<file path="src/rtl/cursor_draw_saveunder_if.sv">
// Bus between the mouse-side controller / mirror RAM (master) and the cursor
// draw/save-under engine (slave).
`timescale 1ns/1ps
interface cursor_draw_saveunder_if #(
  parameter int COLOUR_W = 3
);
  // draw_req/erase_req are single-cycle strobes. They are acted on only while
  // busy is low and are silently dropped otherwise, so there is no ready or
  // backpressure. done pulses for one cycle when an accepted operation ends.
  // plot is a one-cycle write strobe per pixel, with plot_x/plot_y/plot_colour
  // qualified by it. ram_q returns mirror data one cycle after ram_address.
  logic                draw_req;
  logic                erase_req;
  logic [7:0]          cur_x;
  logic [6:0]          cur_y;
  logic [COLOUR_W-1:0] cursor_colour;
  logic [14:0]         ram_address;
  logic [COLOUR_W-1:0] ram_q;
  logic [7:0]          plot_x;
  logic [6:0]          plot_y;
  logic [COLOUR_W-1:0] plot_colour;
  logic                plot;
  logic                busy;
  logic                done;

  modport master (
    output draw_req, erase_req, cur_x, cur_y, cursor_colour, ram_q,
    input  ram_address, plot_x, plot_y, plot_colour, plot, busy, done
  );

  modport slave (
    input  draw_req, erase_req, cur_x, cur_y, cursor_colour, ram_q,
    output ram_address, plot_x, plot_y, plot_colour, plot, busy, done
  );
endinterface

</file>
<file path="src/rtl/cursor_draw_saveunder.sv">
// Draws a SIZE x SIZE cursor into the framebuffer, saving the pixels it covers
// so that a later erase (or the first half of a move) can put them back.
`timescale 1ns/1ps
module cursor_draw_saveunder #(
  parameter int SIZE     = 4,
  parameter int SCREEN_W = 160,
  parameter int SCREEN_H = 120,
  parameter int COLOUR_W = 3
) (
  input  logic                   clk,
  input  logic                   resetn,
  cursor_draw_saveunder_if.slave bus,
  output logic [2:0]             dbgState,
  output logic                   dbgSavedValid
);
  localparam int N  = SIZE * SIZE;
  localparam int CW = (SIZE > 1) ? $clog2(SIZE) : 1;
  localparam int KW = (N > 1) ? $clog2(N) : 1;

  typedef enum logic [2:0] {
    IDLE      = 3'd0,
    RESTORE   = 3'd1,
    SAVE_ADDR = 3'd2,
    SAVE_PLOT = 3'd3,
    DONE      = 3'd4
  } state_t;

  state_t              state;
  logic [CW-1:0]       row, col;
  logic [7:0]          newX, savedX;
  logic [6:0]          newY, savedY;
  logic [COLOUR_W-1:0] newCol;
  logic                savedValid, drawPending;
  logic [COLOUR_W-1:0] saveBuf [1<<KW];
  logic [(1<<KW)-1:0]  bufValid;

  logic [14:0]         ramAddr;
  logic [7:0]          plotXReg;
  logic [6:0]          plotYReg;
  logic [COLOUR_W-1:0] plotColReg;
  logic                plotReg, busyReg, doneReg;

  function automatic logic [8:0] pxOf(input logic [7:0] bx, input logic [CW-1:0] c);
    return {1'b0, bx} + 9'(c);
  endfunction

  function automatic logic [7:0] pyOf(input logic [6:0] by, input logic [CW-1:0] r);
    return {1'b0, by} + 8'(r);
  endfunction

  function automatic logic inBounds(input logic [8:0] px, input logic [7:0] py);
    return (px < 9'(SCREEN_W)) && (py < 8'(SCREEN_H));
  endfunction

  function automatic logic [14:0] addrOf(input logic [8:0] px, input logic [7:0] py);
    return 15'(px) + 15'(py) * 15'(SCREEN_W);
  endfunction

  function automatic logic [KW-1:0] idxOf(input logic [CW-1:0] r, input logic [CW-1:0] c);
    return KW'(r) * KW'(SIZE) + KW'(c);
  endfunction

  // Scan position after the current one (row-major, wraps to 0 after the last).
  logic          lastCol, lastPix;
  logic [CW-1:0] nxtRow, nxtCol;
  assign lastCol = (col == CW'(SIZE - 1));
  assign lastPix = lastCol && (row == CW'(SIZE - 1));
  assign nxtCol  = lastCol ? '0 : col + 1'b1;
  assign nxtRow  = lastCol ? row + 1'b1 : row;

  // Outputs are registered, so the restore pixel and save address for the
  // pixel being entered are computed one edge ahead of their state.
  logic [CW-1:0]       rsRow, rsCol;
  logic [KW-1:0]       rsIdx;
  logic [8:0]          rsPx;
  logic [7:0]          rsPy;
  logic                rsValid;
  assign rsRow   = (state == IDLE) ? '0 : nxtRow;
  assign rsCol   = (state == IDLE) ? '0 : nxtCol;
  assign rsIdx   = idxOf(rsRow, rsCol);
  assign rsPx    = pxOf(savedX, rsCol);
  assign rsPy    = pyOf(savedY, rsRow);
  assign rsValid = bufValid[rsIdx];

  logic [CW-1:0] saRow, saCol;
  logic [7:0]    saBx;
  logic [6:0]    saBy;
  logic [14:0]   saAddr;
  assign saRow  = (state == SAVE_PLOT) ? nxtRow : '0;
  assign saCol  = (state == SAVE_PLOT) ? nxtCol : '0;
  assign saBx   = (state == IDLE) ? bus.cur_x : newX;
  assign saBy   = (state == IDLE) ? bus.cur_y : newY;
  assign saAddr = addrOf(pxOf(saBx, saCol), pyOf(saBy, saRow));

  logic [8:0]    curPx;
  logic [7:0]    curPy;
  logic          curIn;
  logic [KW-1:0] curIdx;
  assign curPx  = pxOf(newX, col);
  assign curPy  = pyOf(newY, row);
  assign curIn  = inBounds(curPx, curPy);
  assign curIdx = idxOf(row, col);

  always_ff @(posedge clk) begin
    if (!resetn) begin
      state       <= IDLE;
      row         <= '0;
      col         <= '0;
      newX        <= '0;
      newY        <= '0;
      newCol      <= '0;
      savedX      <= '0;
      savedY      <= '0;
      savedValid  <= 1'b0;
      drawPending <= 1'b0;
      bufValid    <= '0;
      ramAddr     <= '0;
      plotReg     <= 1'b0;
      plotXReg    <= '0;
      plotYReg    <= '0;
      plotColReg  <= '0;
      busyReg     <= 1'b0;
      doneReg     <= 1'b0;
    end else begin
      plotReg    <= 1'b0;
      plotXReg   <= '0;
      plotYReg   <= '0;
      plotColReg <= '0;
      doneReg    <= 1'b0;
      case (state)
        IDLE: begin
          row <= '0;
          col <= '0;
          if (bus.erase_req) begin
            drawPending <= 1'b0;
            busyReg     <= 1'b1;
            if (savedValid) begin
              state      <= RESTORE;
              plotReg    <= rsValid;
              plotXReg   <= rsValid ? 8'(rsPx) : '0;
              plotYReg   <= rsValid ? 7'(rsPy) : '0;
              plotColReg <= rsValid ? saveBuf[rsIdx] : '0;
            end else begin
              state   <= DONE;
              doneReg <= 1'b1;
            end
          end else if (bus.draw_req) begin
            newX    <= bus.cur_x;
            newY    <= bus.cur_y;
            newCol  <= bus.cursor_colour;
            busyReg <= 1'b1;
            if (savedValid) begin
              drawPending <= 1'b1;
              state       <= RESTORE;
              plotReg     <= rsValid;
              plotXReg    <= rsValid ? 8'(rsPx) : '0;
              plotYReg    <= rsValid ? 7'(rsPy) : '0;
              plotColReg  <= rsValid ? saveBuf[rsIdx] : '0;
            end else begin
              state   <= SAVE_ADDR;
              ramAddr <= saAddr;
            end
          end
        end
        RESTORE: begin
          if (lastPix) begin
            savedValid <= 1'b0;
            row        <= '0;
            col        <= '0;
            if (drawPending) begin
              drawPending <= 1'b0;
              state       <= SAVE_ADDR;
              ramAddr     <= saAddr;
            end else begin
              state   <= DONE;
              doneReg <= 1'b1;
            end
          end else begin
            row        <= nxtRow;
            col        <= nxtCol;
            plotReg    <= rsValid;
            plotXReg   <= rsValid ? 8'(rsPx) : '0;
            plotYReg   <= rsValid ? 7'(rsPy) : '0;
            plotColReg <= rsValid ? saveBuf[rsIdx] : '0;
          end
        end
        SAVE_ADDR: begin
          state      <= SAVE_PLOT;
          plotReg    <= curIn;
          plotXReg   <= curIn ? 8'(curPx) : '0;
          plotYReg   <= curIn ? 7'(curPy) : '0;
          plotColReg <= curIn ? newCol : '0;
        end
        SAVE_PLOT: begin
          saveBuf[curIdx]  <= bus.ram_q;
          bufValid[curIdx] <= curIn;
          if (lastPix) begin
            savedX     <= newX;
            savedY     <= newY;
            savedValid <= 1'b1;
            row        <= '0;
            col        <= '0;
            state      <= DONE;
            doneReg    <= 1'b1;
          end else begin
            row     <= nxtRow;
            col     <= nxtCol;
            state   <= SAVE_ADDR;
            ramAddr <= saAddr;
          end
        end
        DONE: begin
          state   <= IDLE;
          busyReg <= 1'b0;
        end
        default: begin
          state   <= IDLE;
          busyReg <= 1'b0;
        end
      endcase
    end
  end

  assign bus.ram_address = ramAddr;
  assign bus.plot        = plotReg;
  assign bus.plot_x      = plotXReg;
  assign bus.plot_y      = plotYReg;
  assign bus.plot_colour = plotColReg;
  assign bus.busy        = busyReg;
  assign bus.done        = doneReg;
  assign dbgState        = state;
  assign dbgSavedValid   = savedValid;
endmodule

</file>
<file path="src/flat_wrapper.sv">
// flat-port wrapper written by rule: the top's interface ports become plain ports
module cursor_draw_saveunder_flat 
#(
  parameter int SIZE     = 4,
  parameter int SCREEN_W = 160,
  parameter int SCREEN_H = 120,
  parameter int COLOUR_W = 3
)
  (clk, resetn, dbgState, dbgSavedValid, bus_draw_req, bus_erase_req, bus_cur_x, bus_cur_y, bus_cursor_colour, bus_ram_q, bus_ram_address, bus_plot_x, bus_plot_y, bus_plot_colour, bus_plot, bus_busy, bus_done);
  cursor_draw_saveunder_if #(.COLOUR_W(COLOUR_W)) bus_i ();
  input  logic clk;
  input  logic resetn;
  output logic [2:0] dbgState;
  output logic dbgSavedValid;
  input wire logic [$bits(bus_i.draw_req)-1:0] bus_draw_req;
  input wire logic [$bits(bus_i.erase_req)-1:0] bus_erase_req;
  input wire logic [$bits(bus_i.cur_x)-1:0] bus_cur_x;
  input wire logic [$bits(bus_i.cur_y)-1:0] bus_cur_y;
  input wire logic [$bits(bus_i.cursor_colour)-1:0] bus_cursor_colour;
  input wire logic [$bits(bus_i.ram_q)-1:0] bus_ram_q;
  output wire logic [$bits(bus_i.ram_address)-1:0] bus_ram_address;
  output wire logic [$bits(bus_i.plot_x)-1:0] bus_plot_x;
  output wire logic [$bits(bus_i.plot_y)-1:0] bus_plot_y;
  output wire logic [$bits(bus_i.plot_colour)-1:0] bus_plot_colour;
  output wire logic [$bits(bus_i.plot)-1:0] bus_plot;
  output wire logic [$bits(bus_i.busy)-1:0] bus_busy;
  output wire logic [$bits(bus_i.done)-1:0] bus_done;
  assign bus_i.draw_req = bus_draw_req;
  assign bus_i.erase_req = bus_erase_req;
  assign bus_i.cur_x = bus_cur_x;
  assign bus_i.cur_y = bus_cur_y;
  assign bus_i.cursor_colour = bus_cursor_colour;
  assign bus_i.ram_q = bus_ram_q;
  assign bus_ram_address = bus_i.ram_address;
  assign bus_plot_x = bus_i.plot_x;
  assign bus_plot_y = bus_i.plot_y;
  assign bus_plot_colour = bus_i.plot_colour;
  assign bus_plot = bus_i.plot;
  assign bus_busy = bus_i.busy;
  assign bus_done = bus_i.done;
  cursor_draw_saveunder #(.SIZE(SIZE), .SCREEN_W(SCREEN_W), .SCREEN_H(SCREEN_H), .COLOUR_W(COLOUR_W)) u_core (.clk(clk), .resetn(resetn), .bus(bus_i), .dbgState(dbgState), .dbgSavedValid(dbgSavedValid));
endmodule
</file>
<file path="config.mk">
export PLATFORM = sky130hd
export DESIGN_NAME = cursor_draw_saveunder_flat
export DESIGN_NICKNAME = d
export VERILOG_FILES = /design/src/rtl/cursor_draw_saveunder_if.sv /design/src/rtl/cursor_draw_saveunder.sv /design/src/flat_wrapper.sv
export SDC_FILE = /design/constraint.sdc
export NUM_CORES = 1
export LEC_CHECK = 0
export BUFFER_PORTS_ARGS = -buffer_cell sky130_fd_sc_hd__buf_2
export CAP_MARGIN = 20
export CELL_PAD_IN_SITES_DETAIL_PLACEMENT = 1
export CELL_PAD_IN_SITES_GLOBAL_PLACEMENT = 1
export CORE_AREA = 2 2 137 139
export CTS_BUF_LIST = sky130_fd_sc_hd__clkbuf_8
export CTS_CLUSTER_DIAMETER = 150
export CTS_CLUSTER_SIZE = 8
export DETAILED_ROUTE_END_ITERATION = 10
export DIE_AREA = 0 0 139 141
export MAX_ROUTING_LAYER = met4
export PLACE_DENSITY_LB_ADDON = 0.1
export SLEW_MARGIN = 20
export SYNTH_ARGS = -nofsm -noshare
export SYNTH_HDL_FRONTEND = slang
export SYNTH_SLANG_ARGS = --single-unit
</file>
<file path="constraint.sdc">
create_clock -name clk -period 4.7 [get_ports clk]
set_clock_uncertainty 0.05 [all_clocks]
set_input_delay 0.94 -clock clk [delete_from_list [all_inputs] [get_ports clk]]
set_output_delay 0.94 -clock clk [all_outputs]
set_load 0.05 [all_outputs]
</file>
# Word-level counts from Yosys, hierarchy flattened
# Memories as Yosys holds them, arrays and structs flattened.
# Cells that the tools add are included.
# W data, S select, Z words.
[op_classes]
n_div = 0
n_mux = 77
bitwise = 2
eq_ne = 14
reduce_logical = 17
n_addsub = 11
multipliers = 1
shift = 0
order_cmp = 5
[op_table]
columns = ["operator", "n"]
rows = [
  ["$mux W15", 6],
  ["$mux W8", 7],
  ["$mux W7", 7],
  ["$pmux W15 S3", 1],
  ["$mux W3", 12],
  ["$pmux W8 S3", 1],
  ["$mux W1", 21],
  ["$pmux W7 S3", 1],
  ["$add A8 B2 Y9", 2],
  ["$mux W2", 9],
  ["$add A7 B2 Y8", 2],
  ["$bwmux W16", 1],
  ["$add A9 B15 Y15", 1],
  ["$pmux W3 S4", 1],
  ["$lt A4 B5 Y1 const B", 2],
  ["$mul A8 B3 Y10 const B", 1],
  ["$lt A9 B8 Y1 const B", 1],
  ["$pmux W3 S3", 1],
  ["$add A4 B2 Y4", 2],
  ["$add A8 B2 Y8", 1],
  ["$lt A8 B7 Y1 const B", 1],
  ["$ne A2 B2 Y1 const B", 4],
  ["$pmux W2 S2", 2],
  ["$add A7 B2 Y7", 1],
  ["other kinds (23)", 39],
]
[word_totals]
latch_bits = 0
ram_bits = 48
memories = 1
output_inout_bits = 40
ff_bits = 94
rom_bits = 0
[mem_list]
columns = ["memory", "words", "word_bits", "rd", "rd_ports_with_merged_regs", "wr", "line_no", "rtl"]
rows = [
  ["u_core.saveBuf", 16, 3, 1, 0, 1, "cursor_draw_saveunder.sv:34", "logic [COLOUR_W-1:0] saveBuf [1<<KW];"],
]

# Logic depth before layout (Yosys ltp)
[logic_depth]
depth_word = 11
mapped_depth = 23

# Least setup slack after synthesis
# OpenSTA, ideal clock, no wires.
[synth_path]
path_kind = "register to register"
startpoint = "reg u_core.state[1] (netlist: u_core.dbgState[1])"
endpoint = "reg u_core.ramAddr[14] (netlist: u_core.bus.ram_address[14])"
path_stages_with_launch = 22
required_ns = 4.559
arrival_ns = 4.959
setup_slack_ns = -0.400
path_cell_list = "dfxtp_1 buf_6 nor3_4 buf_4 clkbuf_1 clkbuf_1 clkbuf_1 nand2_1 o21ai_0 ha_1 a21oi_1 nor2_1 xnor2_1 ha_1 ha_1 fa_1 xor2_1 nand3_1 nor3_1 and2_1 nand4_1 a311oi_1"
[synth_between]
elab_chain_cells = 9
[synth_rtl]
columns = ["item", "line_no", "rtl"]
rows = [
  ["start, declared", "cursor_draw_saveunder.sv:28", "state_t state;"],
  ["start signal, assigned", "cursor_draw_saveunder.sv:106", "state <= IDLE;"],
  ["start signal, assigned", "cursor_draw_saveunder.sv:138", "state <= RESTORE;"],
  ["start signal, assigned", "cursor_draw_saveunder.sv:144", "state <= DONE;"],
  ["$eq A3 B2 Y1 or $logic_not A3 Y1 (tied branches)", "n/a", ""],
  ["$mux W2 or $mux W7 (tied branches)", "cursor_draw_saveunder.sv:89, cursor_draw_saveunder.sv:92", ""],
  ["$add A7 B2 Y8", "cursor_draw_saveunder.sv:48", "return {1'b0, by} + 8'(r);"],
  ["$mul A8 B3 Y10", "cursor_draw_saveunder.sv:56", "return 15'(px) + 15'(py) * 15'(SCREEN_W);"],
  ["$add A9 B15 Y15", "cursor_draw_saveunder.sv:56", ""],
  ["$mux W15", "cursor_draw_saveunder.sv:152", "if (savedValid) begin"],
  ["$mux W15", "cursor_draw_saveunder.sv:147", "end else if (bus.draw_req) begin"],
  ["$mux W15", "cursor_draw_saveunder.sv:134", "if (bus.erase_req) begin"],
  ["$pmux W15 S3", "cursor_draw_saveunder.sv:130", "case (state)"],
  ["end signal, assigned", "cursor_draw_saveunder.sv:161", "ramAddr <= saAddr;"],
  ["end signal, assigned", "cursor_draw_saveunder.sv:173", "ramAddr <= saAddr;"],
  ["end signal, assigned", "cursor_draw_saveunder.sv:209", "ramAddr <= saAddr;"],
  ["end, declared", "cursor_draw_saveunder.sv:37", "logic [14:0] ramAddr;"],
]
# Parallel ways exist; a longest one is shown, timed or not. The select of a mux whose other input is x is not followed.
# A chain may end at the register's enable or synchronous reset.

# Final worst setup path
[layout_path]
startpoint = "reg u_core.state[1] (netlist: u_core.dbgState[1])"
endpoint = "reg u_core.ramAddr[12] (netlist: u_core.bus.ram_address[12])"
# Same word-level chain as after synthesis.

==> metrics.csv <==
stage,metric,value,unit
route,number of remaining DRC errors,0,
synthesis,adder-cell share of the synthesized area,7.22,%
synthesis,largest family of logic cells by synthesized area,simple AND/OR/NAND/NOR gates,
power_and_ir_drop,Final Power,3.36,mW
floorplan,die width,139,µm
placed_design,hpwl dp,15.6,mm
timing,Total Neg Setup Slack,0,ns
clock_network,Longest Clk Path Bufs,2,
clock_network,Clock Sinks,142,
placed_design,routability congestion estimate from global placement,0.881,
timing,worst slew pin tran,1.08,ns
synthesis,synthesis warning total,0,
clock_network,clock-pin slew of the registers on the worst-case setup and hold paths,0.09,ns
timing,# setup viols final,0,
clock_network,H-tree levels,4,
global_routing,vias in the first global route,6502,
synthesis,Most used DFF post-synth,dfxtp_1,
synthesis,share of flip-flops with an asynchronous set or reset,0,%
route,Iter 0 DRT Violations,311,
timing,Final min period,4.37,ns
cells_and_area,share of post-route cells with drive strength above 1,15.8,%
synthesis,synthesized instance count,832,
status,status,"finished, final reports clean",
power_and_ir_drop,Pwr per Cell Area,392,nW/µm²
timing,Final Cycle Share,93.1,%
cells_and_area,area of the multi-input gates,4010,µm²
synthesis,mux share of post-synthesis cell area,7.28,%
worst_hold_path,hold crit path type,flop to flop,
route,Vias/cell,5.55,
global_routing,Total GRT Usage,22.9,%
global_routing,number of antenna violations at the first check in global routing,0,
worst_setup_path,Worst EP required,5.01,ns
route,vias after detailed routing,6277,
synthesis,"area leader, netlist",dfxtp_1,
cells_and_area,Area Growth Syn to Fin,11.8,%
worst_setup_path,critical path startpoint category,flop,
synthesis,most frequent cell after synthesis,nand2_1,
route,drt total wl,21.5,mm
route,Antenna Nets Post-Route,0,
synthesis,Area contributors post-synth,"dfxtp_1 (25%), edfxtp_1 (19%), mux2i_1 (6.0%)",
placed_design,dpl cells,1099,
clock_network,clock latency on the worst-skew pair,0.45,ns
synthesis,post-synthesis net count,897,
synthesis,XOR/XNOR Fraction of Synth Area,5.58,%
synthesis,synthesized area,7660,µm²
synthesis,simple-gate area share of the yosys netlist,19.2,%
placed_design,Setup Slack @ Placement,0.0993,ns
placed_design,port bufs,64,
worst_setup_path,Worst Setup End Kind,flop,
clock_network,CTS tree,yes,
global_routing,Overflow after GRT,0,
synthesis,top post-synthesis cells by count,"nand2_1 (120), dfxtp_1 (94), nor2_1 (84)",
floorplan,io pins,65,
clock_network,Hold Buf Count CTS,0,
cells_and_area,final net count,949,
synthesis,Synth Area in Compound Gates,12.8,%
cells_and_area,fin area,8570,µm²
timing,Max Fclk,229,MHz
cells_and_area,final core utilization,46.9,%
cells_and_area,FILL cells,2141,
timing,Max-slew headroom,27.9,%
floorplan,Starting Density,42.0,%
placed_design,DP Area,8170,µm²
floorplan,die height,141,µm
power_and_ir_drop,Lkg Pwr,3.47,nW
synthesis,Synth Register Bits,142,
cells_and_area,diodes inserted,0,
timing,worst setup margin,0.327,ns
synthesis,synth unique cells,69,
global_routing,first-pass GRT wire length,34.9,mm
job,max-cap violations,0,
cells_and_area,fin cells,1131,
worst_setup_path,Arrival @ worst endpoint,4.68,ns
floorplan,Die ar.,19600,µm²
cells_and_area,storage element area,3330,µm²
timing,"Hold Violations, Final",0,
clock_network,CTS Buf Count,17,
timing,hold slack,0.410,ns
synthesis,"EDFF count, synth",48,
global_routing,pin count of the biggest net entering global routing,69,
worst_setup_path,CP Class,flop to flop,
timing,unrepaired setup endpoints after global routing,no,
clock_network,Root Driver,clkbuf_8,
worst_setup_path,Max Fanout on Critical Path,10,
route,Pre-antenna DRT Iters,5,
timing,Slew Limit Fails,0,
synthesis,Synth top area share,24.6,%
floorplan,Rows,50,
synthesis,post-synthesis sequential area ratio,43.4,%
floorplan,Placeable Area,18300,µm²
power_and_ir_drop,Worst IR Drop VDD,237,µV
synthesis,synthesized area per cell,9.21,µm²
route,Wirelength per Cell,19.1,µm
-- logic make-up after synthesis --
family,after synthesis
multiplexers,52
buffers and inverters,78
flip-flops,142
AO/OA/AOI/OAI,147
AND/OR/NAND/NOR,325
XOR/XNOR,48
adder cells (fa/ha/maj),40
-- worst paths after layout --
kind	cells past startpoint	slack (ns)	startpoint	to
worst max register to register	16	0.33	u_core.dbgState[1]	u_core.bus.ram_address[12]
worst min-delay path	2	0.41	u_core.bus.ram_address[0]	u_core.bus.ram_address[0]
worst min register to register	2	0.41	u_core.bus.ram_address[0]	u_core.bus.ram_address[0]
worst max-delay path	16	0.33	u_core.dbgState[1]	u_core.bus.ram_address[12]
-- layer usage --
| layer | track usage (%) | share of wire, % | vias up |
|---|---|---|---|
| li1 | - | - | 3030 |
| met1 | 30.0 | 48 | 3089 |
| met2 | 37.3 | 47 | 134 |
| met3 | 3.50 | 3.9 | 24 |
| met4 | 6.38 | 1.6 | 0 |
| met5 | - | 0 | - |
-- registers in the layout, indices dropped and copies added (netlist names), 7 cells and up --
| register | cells |
|---|---|
| u_core.newX | 8 |
| u_core.bus.plot_x | 8 |
| u_core.newY | 7 |
| u_core.saveBuf | 48 |
| u_core.savedY | 7 |
| u_core.savedX | 8 |
| u_core.bufValid | 16 |
| u_core.bus.ram_address | 15 |
| u_core.bus.plot_y | 7 |
-- worst max-delay path: stages (launching register included) --
cell and delay, ns:
dfxtp_2 0.45, nand2_1 0.10, or2_2 0.34, nor2_2 0.23, ha_1 0.28, a21oi_1 0.24
nor2_1 0.11, xnor2_1 0.24, ha_1 0.28, ha_1 0.24, fa_1 0.49, xor2_2 0.26
nand3_1 0.10, nor3_1 0.31, nand3_1 0.14, xor2_1 0.19, a211oi_1 0.24
-- what timing repair did --
| item | 4_1_cts | 5_1_grt |
|---|---|---|
| setup buffers | 0 | 0 |
| setup endpoints to repair | 0 | 3 |
| resized for setup | 0 | 5 |
-- power breakdown --
part	switching (mW)	internal (mW)
logic	0.681	0.347
clock network	0.494	0.469
registers	0.0513	1.32
total	1.23	2.13
-- cell type report --
type                            instances  area share [%]
Clock buffer                           17            2.73
Clock inverter                         15            1.71
Inverter                               32            1.40
Multi-Input combinational cell        612            46.8
Sequential cell                       142            38.9
Tap cell                              234            3.42
Timing Repair Buffer                   79            5.05
-- cell usage in the layout (no fill, tap or decap), types with 3 or more instances in the layout --
cell          n
nor2b_1       4
o22ai_2      10
a32oi_1       6
o22ai_1      11
xor2_1       24
edfxtp_1     48
or2_2         3
mux2i_1      46
nand4_1       3
fa_1          7
or3_1         4
dfxtp_1      91
ha_1         33
mux2_2        4
nand2b_1      6
buf_4        15
a21o_1        4
buf_2        64
a211oi_1     10
and2_1        3
inv_6         3
nand2_1     120
a31oi_1       7
nand3_1      68
and3_1        6
clkinvlp_4    4
o21ai_0      28
clkbuf_8     17
nor3b_1       3
inv_1        31
nor3_1        7
a21oi_1      48
nor2_1       83
xnor2_1      22
(Power assumes the default switching activity.)
